## src/rtl/hazard_pkg.sv

```systemverilog
// hazard_pkg: definitions shared by the hazard control unit and its bench.
//   state_e    : load-stall FSM encoding (IDLE=0, LOAD_WAIT=1)
//   REG_W_MAX  : widest register index reg_match() accepts; callers zero-extend
//   REG_ZERO   : architectural zero register, which never creates a hazard
//   STALL_CW   : width of the load-stall down-counter (covers 1..7 cycles)
//   reg_match(): an operand depends on rd only if it is read and is not r0
package hazard_pkg;

  typedef enum logic {
    IDLE      = 1'b0,
    LOAD_WAIT = 1'b1
  } state_e;

  localparam int                   REG_W_MAX = 8;
  localparam logic [REG_W_MAX-1:0] REG_ZERO  = '0;
  localparam int                   STALL_CW  = 3;

  function automatic logic reg_match(input logic [REG_W_MAX-1:0] idx,
                                     input logic                 use_f,
                                     input logic [REG_W_MAX-1:0] rd);
    return use_f && (idx != REG_ZERO) && (idx == rd);
  endfunction

endpackage

```

## src/rtl/hazard_control_unit_if.sv

```systemverilog
// hazard_control_unit_if: pipeline-side signals of the hazard control unit.
//   master : pipeline/debug side, drives the i_* hazard inputs, reads o_*
//   slave  : hazard unit side, reads i_*, drives stall/flush/redirect and
//            the statistics counters
// Clock and reset are not part of the bundle.
interface hazard_control_unit_if #(
  parameter int N_BITS     = 32,
  parameter int N_BITS_REG = 5,
  parameter int CNT_BITS   = 16
);
  logic                  i_enable;
  logic [N_BITS_REG-1:0] i_rs;
  logic [N_BITS_REG-1:0] i_rt;
  logic                  i_uses_rs;
  logic                  i_uses_rt;
  logic                  i_memRead_ID_EX;
  logic                  i_regWrite_ID_EX;
  logic [N_BITS_REG-1:0] i_ID_EX_rd;
  logic                  i_regWrite_EX_MEM;
  logic                  i_memRead_EX_MEM;
  logic [N_BITS_REG-1:0] i_EX_MEM_rd;
  logic                  i_PCSrc_ID;
  logic [N_BITS-1:0]     i_jump_direction_ID;
  logic                  i_PCSrc_EX;
  logic [N_BITS-1:0]     i_jump_direction_EX;

  logic                  o_stall;
  logic                  o_bubble_ID_EX;
  logic                  o_flush_IF_ID;
  logic                  o_flush_ID_EX;
  logic                  o_PCSrc;
  logic [N_BITS-1:0]     o_jump_direction;
  logic [CNT_BITS-1:0]   o_stall_count;
  logic [CNT_BITS-1:0]   o_flush_count;

  modport master (
    output i_enable, i_rs, i_rt, i_uses_rs, i_uses_rt,
           i_memRead_ID_EX, i_regWrite_ID_EX, i_ID_EX_rd,
           i_regWrite_EX_MEM, i_memRead_EX_MEM, i_EX_MEM_rd,
           i_PCSrc_ID, i_jump_direction_ID, i_PCSrc_EX, i_jump_direction_EX,
    input  o_stall, o_bubble_ID_EX, o_flush_IF_ID, o_flush_ID_EX,
           o_PCSrc, o_jump_direction, o_stall_count, o_flush_count
  );

  modport slave (
    input  i_enable, i_rs, i_rt, i_uses_rs, i_uses_rt,
           i_memRead_ID_EX, i_regWrite_ID_EX, i_ID_EX_rd,
           i_regWrite_EX_MEM, i_memRead_EX_MEM, i_EX_MEM_rd,
           i_PCSrc_ID, i_jump_direction_ID, i_PCSrc_EX, i_jump_direction_EX,
    output o_stall, o_bubble_ID_EX, o_flush_IF_ID, o_flush_ID_EX,
           o_PCSrc, o_jump_direction, o_stall_count, o_flush_count
  );
endinterface

```

## src/rtl/sat_counter.sv

```systemverilog
// sat_counter: saturating event counter.
//   clk    : rising-edge clock
//   reset  : synchronous, active-high clear
//   enable : counting allowed this cycle
//   inc    : event to count
//   count  : current value, sticks at all-ones
module sat_counter #(
  parameter int CNT_BITS = 16
) (
  input  logic                clk,
  input  logic                reset,
  input  logic                enable,
  input  logic                inc,
  output logic [CNT_BITS-1:0] count
);

  logic [CNT_BITS-1:0] count_q, count_d;

  always_comb begin
    count_d = count_q;
    if (enable && inc && (count_q != '1))
      count_d = count_q + 1'b1;
  end

  always_ff @(posedge clk) begin
    if (reset) count_q <= '0;
    else       count_q <= count_d;
  end

  assign count = count_q;

endmodule

```

## src/rtl/hazard_control_unit.sv

```systemverilog
// hazard_control_unit: hazard detection and redirect control for the 5-stage
// MIPS pipeline, between ID and the IF/ID, ID/EX and PC registers.
//   i_clk, i_reset : clock, synchronous active-high reset
//   hz (slave)     : ID operands, EX/MEM destination info, ID/EX redirects in;
//                    stall, bubble, flushes, PC redirect and counters out
// Controls are combinational so they act in the cycle the hazard is seen.
// Priority: EX redirect > load stall > branch-operand stall > ID redirect.
// A load holds the pipe LOAD_STALL_CYCLES cycles: the first is the ld_use
// cycle itself, the rest are spent in LOAD_WAIT.
module hazard_control_unit
  import hazard_pkg::*;
#(
  parameter int N_BITS            = 32,
  parameter int N_BITS_REG        = 5,
  parameter int LOAD_STALL_CYCLES = 1,
  parameter int CNT_BITS          = 16
) (
  input  logic                  i_clk,
  input  logic                  i_reset,
  hazard_control_unit_if.slave  hz
);

  localparam logic [STALL_CW-1:0] LOAD_CNT = STALL_CW'(LOAD_STALL_CYCLES - 1);

  state_e              state_q, state_d;
  logic [STALL_CW-1:0] cnt_q, cnt_d;
  logic [N_BITS-1:0]   jump_q, jump_d;

  logic rs_hit_ex, rt_hit_ex, rs_hit_mem, rt_hit_mem;
  logic ld_use, br_dep, ex_redir, load_stall;

  logic              stall_c, bubble_c, flush_if_id_c, flush_id_ex_c, pcsrc_c;
  logic [N_BITS-1:0] jump_c;

  // An ALU result in EX/MEM is forwarded to the branch comparator, so the
  // MEM-stage write enable plays no part in hazard detection.
  logic unused_rw_ex_mem;
  assign unused_rw_ex_mem = hz.i_regWrite_EX_MEM;

  // ---------------------------------------------------------------- hazards
  always_comb begin
    rs_hit_ex  = reg_match(REG_W_MAX'(hz.i_rs), hz.i_uses_rs, REG_W_MAX'(hz.i_ID_EX_rd));
    rt_hit_ex  = reg_match(REG_W_MAX'(hz.i_rt), hz.i_uses_rt, REG_W_MAX'(hz.i_ID_EX_rd));
    rs_hit_mem = reg_match(REG_W_MAX'(hz.i_rs), hz.i_uses_rs, REG_W_MAX'(hz.i_EX_MEM_rd));
    rt_hit_mem = reg_match(REG_W_MAX'(hz.i_rt), hz.i_uses_rt, REG_W_MAX'(hz.i_EX_MEM_rd));

    ld_use   = hz.i_memRead_ID_EX && (rs_hit_ex || rt_hit_ex);
    // Branches compare in ID: they must wait for a result still in EX, or for
    // load data that is only available at the end of MEM.
    br_dep   = hz.i_PCSrc_ID &&
               ((hz.i_regWrite_ID_EX && (rs_hit_ex || rt_hit_ex)) ||
                (hz.i_memRead_EX_MEM && (rs_hit_mem || rt_hit_mem)));
    ex_redir = hz.i_PCSrc_EX;
    load_stall = (state_q == LOAD_WAIT) || ld_use;
  end

  // --------------------------------------------------------------- controls
  always_comb begin
    stall_c       = 1'b0;
    bubble_c      = 1'b0;
    flush_if_id_c = 1'b0;
    flush_id_ex_c = 1'b0;
    pcsrc_c       = 1'b0;
    jump_c        = jump_q;
    if (i_reset) begin
      jump_c = '0;
    end else if (hz.i_enable) begin
      if (ex_redir) begin
        // Both younger instructions are on the wrong path, including one
        // that was being held by a load stall.
        pcsrc_c       = 1'b1;
        jump_c        = hz.i_jump_direction_EX;
        flush_if_id_c = 1'b1;
        flush_id_ex_c = 1'b1;
      end else if (load_stall || br_dep) begin
        stall_c  = 1'b1;
        bubble_c = 1'b1;
      end else if (hz.i_PCSrc_ID) begin
        pcsrc_c       = 1'b1;
        jump_c        = hz.i_jump_direction_ID;
        flush_if_id_c = 1'b1;
      end
    end
  end

  assign jump_d = jump_c;

  // -------------------------------------------------------------------- FSM
  always_comb begin
    state_d = state_q;
    cnt_d   = cnt_q;
    case (state_q)
      IDLE: begin
        if (ld_use && !ex_redir && (LOAD_STALL_CYCLES > 1)) begin
          state_d = LOAD_WAIT;
          cnt_d   = LOAD_CNT;
        end
      end
      LOAD_WAIT: begin
        // cnt_q counts the stall cycles still owed including this one.
        if (ex_redir || (cnt_q <= STALL_CW'(1))) begin
          state_d = IDLE;
          cnt_d   = '0;
        end else begin
          cnt_d = cnt_q - 1'b1;
        end
      end
      default: begin
        state_d = IDLE;
        cnt_d   = '0;
      end
    endcase
  end

  always_ff @(posedge i_clk) begin
    if (i_reset) begin
      state_q <= IDLE;
      cnt_q   <= '0;
      jump_q  <= '0;
    end else if (hz.i_enable) begin
      state_q <= state_d;
      cnt_q   <= cnt_d;
      jump_q  <= jump_d;
    end
  end

  // -------------------------------------------------------------- statistics
  sat_counter #(.CNT_BITS(CNT_BITS)) u_stall_cnt (
    .clk    (i_clk),
    .reset  (i_reset),
    .enable (hz.i_enable),
    .inc    (stall_c),
    .count  (hz.o_stall_count)
  );

  sat_counter #(.CNT_BITS(CNT_BITS)) u_flush_cnt (
    .clk    (i_clk),
    .reset  (i_reset),
    .enable (hz.i_enable),
    .inc    (pcsrc_c),
    .count  (hz.o_flush_count)
  );

  assign hz.o_stall          = stall_c;
  assign hz.o_bubble_ID_EX   = bubble_c;
  assign hz.o_flush_IF_ID    = flush_if_id_c;
  assign hz.o_flush_ID_EX    = flush_id_ex_c;
  assign hz.o_PCSrc          = pcsrc_c;
  assign hz.o_jump_direction = jump_c;

endmodule

```

## src/flat_wrapper.sv

```systemverilog
// flat-port wrapper written by rule: the top's interface ports become plain ports
module hazard_control_unit_flat import hazard_pkg::*;
#(
  parameter int N_BITS            = 32,
  parameter int N_BITS_REG        = 5,
  parameter int LOAD_STALL_CYCLES = 1,
  parameter int CNT_BITS          = 16
)
  (i_clk, i_reset, hz_i_enable, hz_i_rs, hz_i_rt, hz_i_uses_rs, hz_i_uses_rt, hz_i_memRead_ID_EX, hz_i_regWrite_ID_EX, hz_i_ID_EX_rd, hz_i_regWrite_EX_MEM, hz_i_memRead_EX_MEM, hz_i_EX_MEM_rd, hz_i_PCSrc_ID, hz_i_jump_direction_ID, hz_i_PCSrc_EX, hz_i_jump_direction_EX, hz_o_stall, hz_o_bubble_ID_EX, hz_o_flush_IF_ID, hz_o_flush_ID_EX, hz_o_PCSrc, hz_o_jump_direction, hz_o_stall_count, hz_o_flush_count);
  hazard_control_unit_if #(.N_BITS(N_BITS), .N_BITS_REG(N_BITS_REG), .CNT_BITS(CNT_BITS)) hz_i ();
  input  logic i_clk;
  input  logic i_reset;
  input wire logic [$bits(hz_i.i_enable)-1:0] hz_i_enable;
  input wire logic [$bits(hz_i.i_rs)-1:0] hz_i_rs;
  input wire logic [$bits(hz_i.i_rt)-1:0] hz_i_rt;
  input wire logic [$bits(hz_i.i_uses_rs)-1:0] hz_i_uses_rs;
  input wire logic [$bits(hz_i.i_uses_rt)-1:0] hz_i_uses_rt;
  input wire logic [$bits(hz_i.i_memRead_ID_EX)-1:0] hz_i_memRead_ID_EX;
  input wire logic [$bits(hz_i.i_regWrite_ID_EX)-1:0] hz_i_regWrite_ID_EX;
  input wire logic [$bits(hz_i.i_ID_EX_rd)-1:0] hz_i_ID_EX_rd;
  input wire logic [$bits(hz_i.i_regWrite_EX_MEM)-1:0] hz_i_regWrite_EX_MEM;
  input wire logic [$bits(hz_i.i_memRead_EX_MEM)-1:0] hz_i_memRead_EX_MEM;
  input wire logic [$bits(hz_i.i_EX_MEM_rd)-1:0] hz_i_EX_MEM_rd;
  input wire logic [$bits(hz_i.i_PCSrc_ID)-1:0] hz_i_PCSrc_ID;
  input wire logic [$bits(hz_i.i_jump_direction_ID)-1:0] hz_i_jump_direction_ID;
  input wire logic [$bits(hz_i.i_PCSrc_EX)-1:0] hz_i_PCSrc_EX;
  input wire logic [$bits(hz_i.i_jump_direction_EX)-1:0] hz_i_jump_direction_EX;
  output wire logic [$bits(hz_i.o_stall)-1:0] hz_o_stall;
  output wire logic [$bits(hz_i.o_bubble_ID_EX)-1:0] hz_o_bubble_ID_EX;
  output wire logic [$bits(hz_i.o_flush_IF_ID)-1:0] hz_o_flush_IF_ID;
  output wire logic [$bits(hz_i.o_flush_ID_EX)-1:0] hz_o_flush_ID_EX;
  output wire logic [$bits(hz_i.o_PCSrc)-1:0] hz_o_PCSrc;
  output wire logic [$bits(hz_i.o_jump_direction)-1:0] hz_o_jump_direction;
  output wire logic [$bits(hz_i.o_stall_count)-1:0] hz_o_stall_count;
  output wire logic [$bits(hz_i.o_flush_count)-1:0] hz_o_flush_count;
  assign hz_i.i_enable = hz_i_enable;
  assign hz_i.i_rs = hz_i_rs;
  assign hz_i.i_rt = hz_i_rt;
  assign hz_i.i_uses_rs = hz_i_uses_rs;
  assign hz_i.i_uses_rt = hz_i_uses_rt;
  assign hz_i.i_memRead_ID_EX = hz_i_memRead_ID_EX;
  assign hz_i.i_regWrite_ID_EX = hz_i_regWrite_ID_EX;
  assign hz_i.i_ID_EX_rd = hz_i_ID_EX_rd;
  assign hz_i.i_regWrite_EX_MEM = hz_i_regWrite_EX_MEM;
  assign hz_i.i_memRead_EX_MEM = hz_i_memRead_EX_MEM;
  assign hz_i.i_EX_MEM_rd = hz_i_EX_MEM_rd;
  assign hz_i.i_PCSrc_ID = hz_i_PCSrc_ID;
  assign hz_i.i_jump_direction_ID = hz_i_jump_direction_ID;
  assign hz_i.i_PCSrc_EX = hz_i_PCSrc_EX;
  assign hz_i.i_jump_direction_EX = hz_i_jump_direction_EX;
  assign hz_o_stall = hz_i.o_stall;
  assign hz_o_bubble_ID_EX = hz_i.o_bubble_ID_EX;
  assign hz_o_flush_IF_ID = hz_i.o_flush_IF_ID;
  assign hz_o_flush_ID_EX = hz_i.o_flush_ID_EX;
  assign hz_o_PCSrc = hz_i.o_PCSrc;
  assign hz_o_jump_direction = hz_i.o_jump_direction;
  assign hz_o_stall_count = hz_i.o_stall_count;
  assign hz_o_flush_count = hz_i.o_flush_count;
  hazard_control_unit #(.N_BITS(N_BITS), .N_BITS_REG(N_BITS_REG), .LOAD_STALL_CYCLES(LOAD_STALL_CYCLES), .CNT_BITS(CNT_BITS)) u_core (.i_clk(i_clk), .i_reset(i_reset), .hz(hz_i));
endmodule
```

## config.mk

```make
export PLATFORM = sky130hd
export DESIGN_NAME = hazard_control_unit_flat
export DESIGN_NICKNAME = d
export VERILOG_FILES = /design/src/rtl/hazard_pkg.sv /design/src/rtl/hazard_control_unit_if.sv /design/src/rtl/sat_counter.sv /design/src/rtl/hazard_control_unit.sv /design/src/flat_wrapper.sv
export SDC_FILE = /design/constraint.sdc
export NUM_CORES = 1
export LEC_CHECK = 0
export BUFFER_PORTS_ARGS = -buffer_cell sky130_fd_sc_hd__buf_4
export CAP_MARGIN = 10
export CORE_MARGIN = 5
export CORE_UTILIZATION = 41
export DETAILED_ROUTE_END_ITERATION = 12
export MAX_ROUTING_LAYER = met4
export PLACE_DENSITY = 0.7
export SYNTH_ARGS = -nofsm -noshare
export SYNTH_HDL_FRONTEND = slang
export SYNTH_HIERARCHICAL = 1
export SYNTH_SLANG_ARGS = --single-unit
```

## constraint.sdc

```tcl
create_clock -name i_clk -period 3.28 [get_ports i_clk]
set_clock_uncertainty 0.1 [all_clocks]
set_input_delay 0.656 -clock i_clk [delete_from_list [all_inputs] [get_ports i_clk]]
set_output_delay 0.656 -clock i_clk [all_outputs]
set_load 0.02 [all_outputs]
```

==> results of run 1 <==
==> layout by cell type (no fill, tap or decap), types with 4 or more instances in the layout <==
cell / n
a21oi_1: 56
nand3_1: 10
inv_1: 8
buf_12: 4
buf_6: 42
o221a_1: 64
ha_1: 4
or4_4: 5
o21ai_0: 12
clkbuf_8: 9
nor3_1: 8
nor2_1: 51
or4_1: 8
xnor2_1: 5
nand4_1: 11
mux2i_1: 4
nor4_1: 7
xor2_1: 19
buf_4: 149
dfxtp_1: 68
o31ai_1: 8
or3_1: 10
o221ai_1: 32
nand2_1: 18
and3_1: 6
==> metrics by stage <==
stage / total power [mW] / cell area, µm²
5_1_grt: 2.26 / 6260
6_report: 2.17 / 6260
2_1_floorplan: 1.15 / 4270
3_5_place_dp: 1.36 / 5740
4_1_cts: 2.19 / 6200
3_3_place_gp: 1.35 / 5740
==> worst register-to-register path, cell delays in order, from the launching register on <==
cell	delay [ns]
dfxtp_1	0.42
ha_1	0.22
nand4_1	0.25
o41ai_2	0.82
buf_4	0.28
buf_4	0.13
mux2i_1	0.17
nor2_1	0.05
==> report_power, final <==
| group | switching (mW) | internal (mW) | leakage (nW) |
|---|---|---|---|
| clock | 0.342 | 0.433 | 0.104 |
| combinational | 0.237 | 0.268 | 1.79 |
| sequential | 0.0351 | 0.859 | 0.555 |
| total | 0.614 | 1.56 | 2.45 |
==> worst paths after layout <==
path                                                 start                                       end  slack (ns)  cells after the start
setup / recovery                                hz_i_rs[1]                   hz_o_jump_direction[11]       -0.16                      9
setup reg to reg  u_core/u_flush_cnt/count[0]$_SDFFE_PP0P_  u_core/u_flush_cnt/count[1]$_SDFFE_PP0P_        0.72                      7
hold / removal                u_core/cnt_q[1]$_SDFFE_PP0P_              u_core/cnt_q[1]$_SDFFE_PP0P_        0.41                      2
hold reg to reg               u_core/cnt_q[1]$_SDFFE_PP0P_              u_core/cnt_q[1]$_SDFFE_PP0P_        0.41                      2
==> final cells by class <==
class / instances / share of cell area [%]
Sequential cell: 68 / 21.7
Timing Repair Buffer: 199 / 28.3
Clock buffer: 11 / 2.10
Inverter: 9 / 0.539
Multi-Input combinational cell: 372 / 43.2
Tap cell: 136 / 2.72
Clock inverter: 5 / 1.36
==> per-layer routing <==
layer	GRT usage (%)	share of wire [%]	wire, µm	up-vias
met1	28.5	43	6090	2299
met3	5.27	6.4	907	16
met5	-	0	0	-
met2	38.3	49	7060	179
met4	5.92	1.5	214	0
li1	-	-	-	2302
==> cell families after synthesis <==
logic type / after synthesis
buf+inv: 50
simple gates: 152
mux: 6
fa+ha+maj: 4
flops: 68
xor+xnor: 24
compound gates: 186
==> timing repair <==
item / 4_1_cts / 5_1_grt
pin swaps: 2 / 5
resized for setup: 41 / 13
cloned: 2 / 0
buffers inserted: 2 / 2
endpoints found under the setup margin: 32 / 36
==> state kept, by name (all words and copies together), names as in the netlist <==
name,flops
u_core/u_flush_cnt/count,16
u_core/u_stall_cnt/count,16
u_core/cnt_q,3
u_core/state_q,1
u_core/jump_q,32
==> metrics.yaml, run 1 <==
cts:
  clkTransAtPathRegs_ns: 0.07
  h-tree-depth: 3
  numCtsBuffers: 9
  cts_sinks: 68
  clk_path_buf_depth: 2
  cts_hold_buf: 0
  cts_root_buf: "clkbuf_8"
  clk_latency_ns: 0.35
  cts_tree: "done"
synthesis:
  synthSimpleGateAreaFrac_pct: 18.9
  synth_top_family_by_area: "compound AO/OA/AOI/OAI gates"
  ys.flop_type: "dfxtp_1"
  synth_most_common_cell: "dfxtp_1"
  synth_warnings: 6
  synthCells: 490
  ys_top_cells_by_count: "dfxtp_1, o221a_1, a21oi_1, nor2_1, o221ai_1"
  synth-xor-area-share_pct: 4.94
  yosysSeqAreaShare_pct: 32.0
  netlist_area_um2: 4260
  syn_avg_cell_area_um2: 8.69
  yosysTopAreaCellShare_pct: 32.0
  synthArstFlopShare_pct: 0
  ys_top_cells_by_area: "dfxtp_1, o221a_1, a21oi_1"
  syn_nets: 589
  ys_ff_latch: 68
  synth_edf_count: 0
  synthAdderAreaFrac_pct: 1.18
  synth_compound_area_share_pct: 35.4
  ys_types: 45
  yosys.area.top_type: "dfxtp_1"
  synthMuxAreaShare_pct: 1.47
sta:
  rsz0062_at_grt: "true"
  hold_violations: 0
  slew_headroom_pct: 36.1
  setup_ws_ns: -0.159
  fmax_mhz: 291
  final.setup.tns_ns: -3.89
  setup_violations: 32
  drv_slew: 0
  hold_slack_ns: 0.411
  min_period_ns: 3.44
  worstMarginPinSlew_ns: 0.948
  period_share_pct: 105
cells_and_area:
  fillCellCount: 905
  layout.nets: 758
  multi_input_area_um2: 2710
  diodes: 0
  instances_no_fill: 800
  drive_gt1_share_pct: 35.8
  seqCellArea_um2: 1360
  syn2layout_area_growth_pct: 47.1
  finalCoreUtilization_pct: 61.2
placed_design:
  place_inst: 779
  gp_congestion: 0.850
  portBuffers: 162
  dp_slack_ns: -0.245
  dp_hpwl_um: 9560
setup_path:
  required_ns: 2.52
  crit_type: "input port to output pin"
  slowest_stage: "or4_4"
  cp.arrival_ns: 2.68
  critPathLaunchType: "input port"
  crit_family: "simple AND/OR/NAND/NOR gates"
  crit_path_max_fanout: 2
  end_kind: "output pin"
  crit_chain: "buf_6 > or4_4 > o21ai_4 > a21oi_2 > or4_4 > buf_12 > buf_16 > o221a_1 > buf_6"
  critPathMaxStageDelay_ns: 0.53
  critPathBufInv: 4
floorplanning:
  die_y_um: 112
  dieArea_um2: 12500
  fp.coreArea_um2: 10200
  start_util_pct: 41.6
  row_count: 37
  die_x_um: 112
  pin_count: 164
route:
  vias: 4796
  drtPass1Iterations: 4
  ant_nets: 0
  wl_per_cell_um: 17.8
  vias_per_cell: 6.00
  drc: 0
  initialDrtViolationCount: 341
  totalWireLength_um: 14300
grt:
  grt_pass1_vias: 4807
  grt_pass1_wl_um: 23500
  grt.overflow.total: 0
  grt_max_degree: 41
  antenna_found_initial: 0
  grt_util_all_layers_pct: 23.1
pwr:
  powerDensity_nw_per_um2: 347
  ir_worst_vdd_uv: 175
  p_leak_nw: 2.45
job:
  max_cap_viol_count: 0
run_status:
  violations: "setup timing"
  status: "finished with violations"
worst_hold_path:
  hp-class: "flop to flop"
Power figures use the tool's default switching activity.
==> run 2, diff against run 1 <==
--- a/config.mk
+++ b/config.mk
@@ -9,2 +9,3 @@
 export CAP_MARGIN = 10
+export CORE_ASPECT_RATIO = 0.7
 export CORE_MARGIN = 5
@@ -14,2 +15,3 @@
 export PLACE_DENSITY = 0.7
+export SKIP_LAST_GASP = 1
 export SYNTH_ARGS = -nofsm -noshare
--- a/constraint.sdc
+++ b/constraint.sdc
@@ -4,2 +4,2 @@
 set_output_delay 0.656 -clock i_clk [all_outputs]
-set_load 0.02 [all_outputs]
+set_load 0.005 [all_outputs]
==> metrics.yaml, run 2 (same netlist as run 1, synthesis figures left out) <==
worst_hold_path:
  hold_path_end: "u_core/u_flush_cnt/count[15]$_SDFFE_PP0P_"
  hp-class: "flop to flop"
  min_path_cells: 2  # unchanged
  hold_start: "u_core/u_flush_cnt/count[15]$_SDFFE_PP0P_"
run_status:
  violations: "setup timing"
  status: "finished with violations"
sta:
  slew_headroom_pct: 33.9  # -2.2 points
  min_period_ns: 3.46  # +0.0168 ns
  worstMarginPinSlew_ns: 0.980  # +0.0327 ns
  rsz0062_at_grt: "true"
  hold_violations: 0  # unchanged
  setup_ws_ns: -0.176  # -0.0168 ns
  final.setup.tns_ns: -5.10  # -1.21 ns
  fmax_mhz: 289  # -0.49%
  setup_violations: 32  # unchanged
  period_share_pct: 105  # +0.51 points
  drv_slew: 0  # unchanged
cells_and_area:
  fillCellCount: 899  # -0.66%
  final_cell_mix: "buf_4, dfxtp_1, o221a_1"
  largest_reg_flops: 32  # unchanged
  seqCellArea_um2: 1360  # unchanged
  drive_gt1_share_pct: 37.4  # +1.6 points
  final_common_cell: "buf_4"
  finalCoreUtilization_pct: 61.5  # +0.27 points
  multi_input_area_um2: 2760  # +1.9%
  diodes: 0  # unchanged
  layout.nets: 762  # +0.53%
  syn2layout_area_growth_pct: 47.9
  regMostFlops: "u_core/jump_q"
floorplanning:
  dieArea_um2: 12600  # +0.26%
  pin_count: 164  # unchanged
  start_util_pct: 41.6  # about the same
  row_count: 31  # -16%
  die_x_um: 132  # +18%
  die_y_um: 95.3  # -15%
  fp.coreArea_um2: 10200  # about the same
route:
  ant_nets: 0  # unchanged
  drc: 0  # unchanged
  initialDrtViolationCount: 343  # +0.59%
  drtPass1Iterations: 5  # +1
  totalWireLength_um: 14500  # +1.4%
  vias: 4826  # +0.63%
  wl_per_cell_um: 18.1  # +1.4%
  vias_per_cell: 6.03  # +0.63%
pwr:
  p_leak_nw: 2.50  # +1.7%
  ir_worst_vdd_uv: 262  # +49%
  powerDensity_nw_per_um2: 384  # +11%
cts:
  cts_sinks: 68  # unchanged
  numCtsBuffers: 9  # unchanged
  cts_hold_buf: 0  # unchanged
  cts_root_buf: "clkbuf_16"
  clk_latency_ns: 0.33  # -0.02 ns
  clkTransAtPathRegs_ns: 0.06  # about the same
  cts_tree: "done"
  h-tree-depth: 3  # unchanged
  clk_path_buf_depth: 2  # unchanged
setup_path:
  required_ns: 2.52  # about the same
  crit-reg2reg-launch: "u_core/u_flush_cnt/count[0]$_SDFFE_PP0P_"
  crit_path_max_fanout: 8  # +6
  crit_type: "input port to output pin"
  critPathLaunchType: "input port"
  end_kind: "output pin"
  r2r_slack_ns: 0.68  # -0.04 ns
  reg2reg_depth: 7  # unchanged
  reg2reg_to: "u_core/u_flush_cnt/count[1]$_SDFFE_PP0P_"
  cp.arrival_ns: 2.70  # +0.02 ns
grt:
  grt_max_degree: 40  # -2.4%
  grt_pass1_vias: 4469  # -7.0%
  grt.overflow.total: 0  # unchanged
  antenna_found_initial: 0  # unchanged
  grt_util_all_layers_pct: 22.1  # -1.0 points
  grt_pass1_wl_um: 22500  # -4.5%
placed_design:
  dp_hpwl_um: 9590  # +0.27%
  gp_congestion: 0.926  # +8.9%
  portBuffers: 162  # unchanged
job:
  max_cap_viol_count: 0  # unchanged
==> run 2: through the flow <==
| stage | hold WS (ns) | worst slack, ns | cells | cell area (µm²) | total power, mW |
|---|---|---|---|---|---|
| 3_3_place_gp | 0.394 | -0.232 | 775 | 5700 | 1.30 |
| 2_1_floorplan | 0.372 | 0.102 | 490 | 4260 | 1.10 |
| 4_1_cts | 0.414 | -0.135 | 799 | 6210 | 2.43 |
| 5_1_grt | 0.459 | -0.216 | 800 | 6300 | 2.52 |
| 3_5_place_dp | 0.402 | -0.245 | 775 | 5700 | 1.32 |
| 6_report | 0.414 | -0.176 | 800 | 6300 | 2.42 |
==> run 2: how the worst max path moves through the flow <==
stage / start / end / slack (ns) / depth (start not counted)
floorplan: hz_i_rt[1] / hz_o_jump_direction[0] / 0.10 / 7
global placement: hz_i_rt[1] / hz_o_jump_direction[5] / -0.23 / 8
detailed placement: hz_i_rt[2] / u_core/u_stall_cnt/count[3]$_SDFFE_PP0P_ / -0.25 / 14
CTS: hz_i_rs[1] / hz_o_jump_direction[5] / -0.14 / 8
global route: hz_i_rs[1] / hz_o_jump_direction[29] / -0.22 / 8
finish: hz_i_rs[1] / hz_o_jump_direction[15] / -0.18 / 8
==> run 2: layout make-up <==
type / instances / share of cell area, %
clock buffer: 11 / 4.01
clock inverter: 5 / 1.31
inverter: 9 / 0.537
multi-input combinational: 373 / 43.8
sequential: 68 / 21.6
tap: 132 / 2.62
timing repair buffer: 202 / 26.1
==> run 2: metal layers <==
| metal | wire length, µm | track usage (%) | up-vias |
|---|---|---|---|
| met2 | 6640 | 33.3 | 182 |
| met3 | 982 | 5.01 | 26 |
| li1 | - | - | 2321 |
| met1 | 6610 | 29.9 | 2297 |
| met5 | 0 | - | - |
| met4 | 239 | 6.16 | 0 |
==> run 2: critical path: stages <==
cell     delay (ns)
buf_6          0.09
or4_4          0.54
o21ai_4        0.16
a21oi_2        0.06
or4_4          0.59
buf_16         0.19
o221a_1        0.26
buf_4          0.14
==> run 2: report_power, final <==
part	internal (mW)	total, mW	leakage, nW	switching, mW
Combinational	0.244	0.435	1.77	0.191
Clock	0.710	1.09	0.166	0.380
Sequential	0.860	0.895	0.555	0.0343
Total	1.81	2.42	2.50	0.606
==> run 2: timing repair <==
item | CTS | global route
setup buffers | 5 | 1
gates cloned | 3 | 1
resized for setup | 12 | 15
pin swaps | 4 | 10
setup endpoints to repair | 34 | 50
